**config.mk**
```make
export PLATFORM = sky130hd
export DESIGN_NAME = uart_autobaud
export DESIGN_NICKNAME = d
export VERILOG_FILES = /design/src/rtl/uart_autobaud.sv
export SDC_FILE = /design/constraint.sdc
export NUM_CORES = 1
export LEC_CHECK = 0
export ABC_AREA = 1
export CAP_MARGIN = 15
export CORE_MARGIN = 5
export CORE_UTILIZATION = 37
export CTS_CLUSTER_DIAMETER = 50
export CTS_CLUSTER_SIZE = 40
export DETAILED_ROUTE_END_ITERATION = 6
export PLACE_DENSITY_LB_ADDON = 0.2
export SLEW_MARGIN = 0
export SYNTH_ARGS = -nofsm -noshare
export SYNTH_HDL_FRONTEND = slang
export SYNTH_SLANG_ARGS = --single-unit
export TNS_END_PERCENT = 30
```
**constraint.sdc**
```tcl
create_clock -name i_clk -period 5.93 [get_ports i_clk]
set_input_delay 1.186 -clock i_clk [delete_from_list [all_inputs] [get_ports i_clk]]
set_output_delay 1.186 -clock i_clk [all_outputs]
set_load 0.05 [all_outputs]
```
**src/rtl/uart_autobaud.sv**
```systemverilog
// Auto-baud sequencer: measures a 0x55 sync character on i_rx and publishes its bit period (cycles-1).
// o_done/o_error pulse 2 cycles after the stop-bit hold; i_abort cancels at once with no pulse.
module uart_autobaud #(
  parameter logic [31:0] DEFAULT_BIT_LENGTH = 32'd867,
  parameter int unsigned MIN_BIT_CYCLES     = 8,
  parameter int unsigned MAX_BIT_CYCLES     = 1048576,
  parameter int unsigned IDLE_CYCLES        = 1024
) (
  input  logic        i_clk,
  input  logic        i_nrst,
  input  logic        i_start,
  input  logic        i_abort,
  input  logic        i_rx,
  output logic [31:0] o_bit_length,
  output logic        o_busy,
  output logic        o_rx_block,
  output logic        o_done,
  output logic        o_error
);

  typedef enum logic [2:0] {
    S_IDLE, S_WAIT_IDLE, S_WAIT_START, S_MEASURE,
    S_CHECK_STOP, S_STOP_HOLD, S_DONE, S_ERROR
  } state_e;

  localparam logic [31:0] MAX_C  = 32'(MAX_BIT_CYCLES);
  localparam logic [31:0] IDLE_C = 32'(IDLE_CYCLES);
  localparam logic [34:0] MIN_T8 = 35'(MIN_BIT_CYCLES) << 3;

  state_e      state_q, state_d;
  logic        rx_meta_q, rx_sync_q, rx_prev_q;
  logic [31:0] cnt_q, cnt_d, interval_q, interval_d;
  logic [31:0] w0_q, w0_d, t8_q, t8_d, len_q, len_d;
  logic [2:0]  fcnt_q, fcnt_d;
  logic        w0_vld_q, w0_vld_d, done_q, done_d, error_q, error_d;
  logic        rise, fall;
  logic [31:0] cnt_inc, int_inc;
  logic [34:0] t8_new, w0_x8, w0_diff, stop_lo, stop_hi, int_ext;

  function automatic logic [31:0] sat_inc(input logic [31:0] v);
    return (&v) ? v : v + 32'd1;
  endfunction

  assign rise    = ~rx_prev_q & rx_sync_q;
  assign fall    = rx_prev_q & ~rx_sync_q;
  // Incremented values count cycles since the reference edge, so T8 is exactly 8 bit times.
  assign cnt_inc = sat_inc(cnt_q);
  assign int_inc = sat_inc(interval_q);
  assign t8_new  = {3'b000, cnt_inc};
  assign w0_x8   = {w0_q, 3'b000};
  assign w0_diff = (w0_x8 >= t8_new) ? (w0_x8 - t8_new) : (t8_new - w0_x8);
  assign stop_lo = {3'b000, t8_q} >> 4;
  assign stop_hi = ({3'b000, t8_q} + {2'b00, t8_q, 1'b0}) >> 4;
  assign int_ext = {3'b000, int_inc};

  always_comb begin
    state_d    = state_q;
    cnt_d      = cnt_q;
    interval_d = interval_q;
    fcnt_d     = fcnt_q;
    w0_d       = w0_q;
    w0_vld_d   = w0_vld_q;
    t8_d       = t8_q;
    len_d      = len_q;
    done_d     = 1'b0;
    error_d    = 1'b0;
    case (state_q)
      S_IDLE: begin
        if (i_start) begin
          state_d = S_WAIT_IDLE;
          cnt_d   = '0;
        end
      end
      S_WAIT_IDLE: begin
        if (cnt_q == IDLE_C) state_d = S_WAIT_START;
        else                 cnt_d   = rx_sync_q ? cnt_inc : '0;
      end
      S_WAIT_START: begin
        if (fall) begin
          state_d    = S_MEASURE;
          cnt_d      = '0;
          interval_d = '0;
          fcnt_d     = '0;
          w0_vld_d   = 1'b0;
        end
      end
      S_MEASURE: begin
        cnt_d      = cnt_inc;
        interval_d = (rise || fall) ? '0 : int_inc;
        if (rise && !w0_vld_q) begin
          w0_d     = cnt_inc;
          w0_vld_d = 1'b1;
        end
        if (fall) fcnt_d = fcnt_q + 3'd1;
        if (int_inc > MAX_C) begin
          state_d = S_ERROR;
        end else if (fall && fcnt_q == 3'd3) begin
          t8_d    = cnt_inc;
          state_d = (t8_new < MIN_T8 || w0_diff > (t8_new >> 2)) ? S_ERROR : S_CHECK_STOP;
        end
      end
      S_CHECK_STOP: begin
        interval_d = rise ? '0 : int_inc;
        if (int_inc > MAX_C) state_d = S_ERROR;
        else if (rise)       state_d = (int_ext < stop_lo || int_ext > stop_hi) ? S_ERROR : S_STOP_HOLD;
      end
      S_STOP_HOLD: begin
        interval_d = int_inc;
        if (!rx_sync_q)             state_d = S_ERROR;
        else if (int_ext >= stop_lo) state_d = S_DONE;
      end
      S_DONE: begin
        len_d   = 32'(({3'b000, t8_q} + 35'd4) >> 3) - 32'd1;
        done_d  = 1'b1;
        state_d = S_IDLE;
      end
      S_ERROR: begin
        error_d = 1'b1;
        state_d = S_IDLE;
      end
      default: state_d = S_IDLE;
    endcase
    if (i_abort) begin
      state_d = S_IDLE;
      len_d   = len_q;
      done_d  = 1'b0;
      error_d = 1'b0;
    end
  end

  always_ff @(posedge i_clk or negedge i_nrst) begin
    if (!i_nrst) begin
      state_q    <= S_IDLE;
      rx_meta_q  <= 1'b1;
      rx_sync_q  <= 1'b1;
      rx_prev_q  <= 1'b1;
      cnt_q      <= '0;
      interval_q <= '0;
      fcnt_q     <= '0;
      w0_q       <= '0;
      w0_vld_q   <= 1'b0;
      t8_q       <= '0;
      len_q      <= DEFAULT_BIT_LENGTH;
      done_q     <= 1'b0;
      error_q    <= 1'b0;
    end else begin
      state_q    <= state_d;
      rx_meta_q  <= i_rx;
      rx_sync_q  <= rx_meta_q;
      rx_prev_q  <= rx_sync_q;
      cnt_q      <= cnt_d;
      interval_q <= interval_d;
      fcnt_q     <= fcnt_d;
      w0_q       <= w0_d;
      w0_vld_q   <= w0_vld_d;
      t8_q       <= t8_d;
      len_q      <= len_d;
      done_q     <= done_d;
      error_q    <= error_d;
    end
  end

  assign o_bit_length = len_q;
  assign o_busy       = (state_q != S_IDLE);
  assign o_rx_block   = o_busy;
  assign o_done       = done_q;
  assign o_error      = error_q;

endmodule

```
==> results.toml <==
[worst_setup_path]
required_ns = 6.28
critPathLaunchType = "register"
worst-path-max-fanout = 9
cpPeakStageDelay_ns = 0.58
cpMostUsedCell = "nand2_1"
cpMaxStageDelayCell = "or4_4"
critPathArrivalTime_ns = 6.14
crit_type = "reg2reg"
cp-end-kind = "register"

[logic_synthesis]
yosysMostFrequentCell = "nand2_1"
synth_cells = 2402
synth-edff-count = 0
ys_seq_area_share_pct = 25.2
synth.area.top_cells = "dfrtp_1 24%, ha_1 14%, nand2_1 11%"
netlist_area_sq_um = 17000
syn_nets = 2592
synth_top_area_share_pct = 23.8
yosysWarnings = 0
synth-seq-cells = 171
avgSynthCellArea_sq_um = 7.09
ys_top_cells_by_count = "507 x nand2_1, 359 x inv_1, 196 x nor2_1"
async_flop_share_pct = 100
yosys.cell_types.count = 65
ys.flop_type = "dfrtp_1"
synth_top_cell_by_area = "dfrtp_1"

[die]
start_util_pct = 37.4
dieArea_sq_um = 50400
core_sq_um = 45500
ioPinCount = 41
rows = 78
fp.dieW_um = 225
die_y_um = 225

[global_routing]
grt_max_degree = 65
grt_pass1_wl_um = 92200
track_usage_pct = 23.0
antenna_found_initial = 0
grt_pass1_vias = 17100
gr-total-overflow = 0

[status]
status = "finished clean"

[placement]
gp_congestion = 0.997
placed_area_sq_um = 19600
place_inst = 3213
portBuffers = 40
dp_hpwl_um = 48900

[cts]
h-tree-depth = 4
hold_buffers = 0
worstSkewPairLatency_ns = 0.46
root_buffer = "clkbuf_16"
cts_tree = "yes"
cts_sinks = 171
cts.clk_slew.worst_paths_ns = 0.08
numCtsBuffers = 17
cts_buffer_depth = 2

[layout]
drive_gt1_share_pct = 19.9
syn2layout_area_growth_pct = 23.5
num_antenna_cells = 0
finalInstanceArea_sq_um = 21000
nets = 2860
final_cell_count_no_fill = 3283
n_fill_cell = 4643

[power]
powerDensity_nw_per_um2 = 288
ir_worst_vdd_uv = 236
leakage_uw = 0.0106

[detailed_routing]
postRouteAntennaNets = 0
drtPass1Iterations = 6
avgRoutedWirePerCell_um = 18.1
wl_met3_um = 2320
via_per_inst = 5.19
finalWirelength_um = 59400
highest_layer = "met4"
drt_iter0_drc = 1367
drc = 0
wl_met1_um = 26400
num_vias = 17000
dr_wl_met2_um = 28100

[timing]
worstMarginPinSlew_ns = 0.950
relSlewSlack_pct = 36.7
rsz0062_at_grt = "true"
max_freq_mhz = 173
setup_viol = 0
slew_viol_final = 0
hold_violations = 0
fin_worst_skew_ns = 0.0126
fin_crit_ns = 5.79
fin_crit_sh_pct = 97.7

[worst_hold_path]
min_path_type = "reg2reg"

[run]
max_cap_viol_count = 0
flip-flops by register name (all words and copies together), names as in the netlist:
name / count
fcnt_q: 3
state_q: 3
rx_meta_q: 1
o_bit_length: 31
o_done: 1
cnt_q: 32
w0_vld_q: 1
t8_q: 32
rx_prev_q: 1
o_error: 1
interval_q: 32
w0_q: 32
rx_sync_q: 1
cell type report:
| cell class | count | area [sq um] | area share, % |
|---|---|---|---|
| Clock buffer | 18 | 429 | 2.04 |
| Tap cell | 600 | 751 | 3.57 |
| Multi-Input combinational cell | 1816 | 11600 | 55.3 |
| Sequential cell | 171 | 4290 | 20.4 |
| Timing Repair Buffer | 293 | 2340 | 11.1 |
| Inverter | 371 | 1400 | 6.63 |
| Clock inverter | 14 | 205 | 0.975 |
cells in the final DEF, fill, tap and decap left out, drive strengths merged, types with 17 or more instances in the layout:
cell type / Yosys / routed
clkdlybuf4s50: 0 / 39
buf: 18 / 254
nor4: 28 / 28
o21ai: 190 / 190
xnor2: 41 / 41
dfrtp: 162 / 162
a21oi: 149 / 149
nand3: 91 / 91
o22ai: 57 / 57
nor3: 52 / 52
nand2: 551 / 551
clkbuf: 26 / 18
inv: 369 / 376
xor2: 109 / 109
a31oi: 17 / 17
ha: 184 / 184
nand4: 52 / 52
nor2: 223 / 223
metrics by stage:
step	worst slack (ns)	TNS [ns]	hold slack [ns]	utilization [%]	power, uW
floorplan	0.00957	0	0.345	-	3150
global placement	-0.0437	-0.0868	0.346	43.1	4350
detailed placement	-0.161	-0.316	0.350	43.1	4380
CTS	0.0188	0	0.361	44.9	5740
global route	-0.178	-0.338	0.369	46.3	6470
finish	0.139	0	0.359	46.3	6070
worst max-delay path: cells and delay by family, from the launching register on:
kind	cells	cell delay [ns]
buffers and inverters	6	0.62
AND/OR/NAND/NOR	22	2.74
adder cells (fa/ha/maj)	3	0.82
AO/OA/AOI/OAI	5	0.98
flip-flops	1	0.37
XOR/XNOR	1	0.14
cell families after synthesis:
logic type / share of synthesized area, %
AND/OR/NAND/NOR: 27.2
AO/OA/AOI/OAI: 16.1
buffers and inverters: 9.65
adder cells (fa/ha/maj): 13.6
flip-flops: 25.2
XOR/XNOR: 7.91
multiplexers: 0.235
routing by layer:
metal	track usage [%]	vias to the layer above
met4	9.70	0
li1	-	8462
met3	3.01	113
met5	0	-
met2	39.0	417
met1	29.5	8051
power by group:
part | leakage (uW) | switching (uW) | internal, uW
combinational | 0.00791 | 2030 | 1560
sequential | 0.00236 | 22.3 | 1190
clock | 0.000313 | 549 | 717
path summary, 6_finish.rpt:
kind / startpoint / slack (ns) / end / cells past startpoint
setup / recovery: cnt_q[1]$_DFFE_PN0P_ / 0.14 / state_q[1]$_DFFE_PN0P_ / 37
hold / removal: rx_meta_q$_DFF_PN1_ / 0.36 / rx_sync_q$_DFF_PN1_ / 0
setup reg to reg: cnt_q[1]$_DFFE_PN0P_ / 0.14 / state_q[1]$_DFFE_PN0P_ / 37
hold reg to reg: rx_meta_q$_DFF_PN1_ / 0.36 / rx_sync_q$_DFF_PN1_ / 0
max in group asynchronous: i_nrst / 4.06 / t8_q[4]$_DFFE_PN0P_ / 2
min in group asynchronous: i_nrst / 0.67 / interval_q[27]$_DFFE_PN0P_ / 1
what timing repair did:
action,CTS,global route
cloned,0,0
gates resized for setup,14,110
pin swaps,4,49
setup buffers,21,17
endpoints found under the setup margin,2,2
Note: power is estimated with default switching activity, not from simulation.
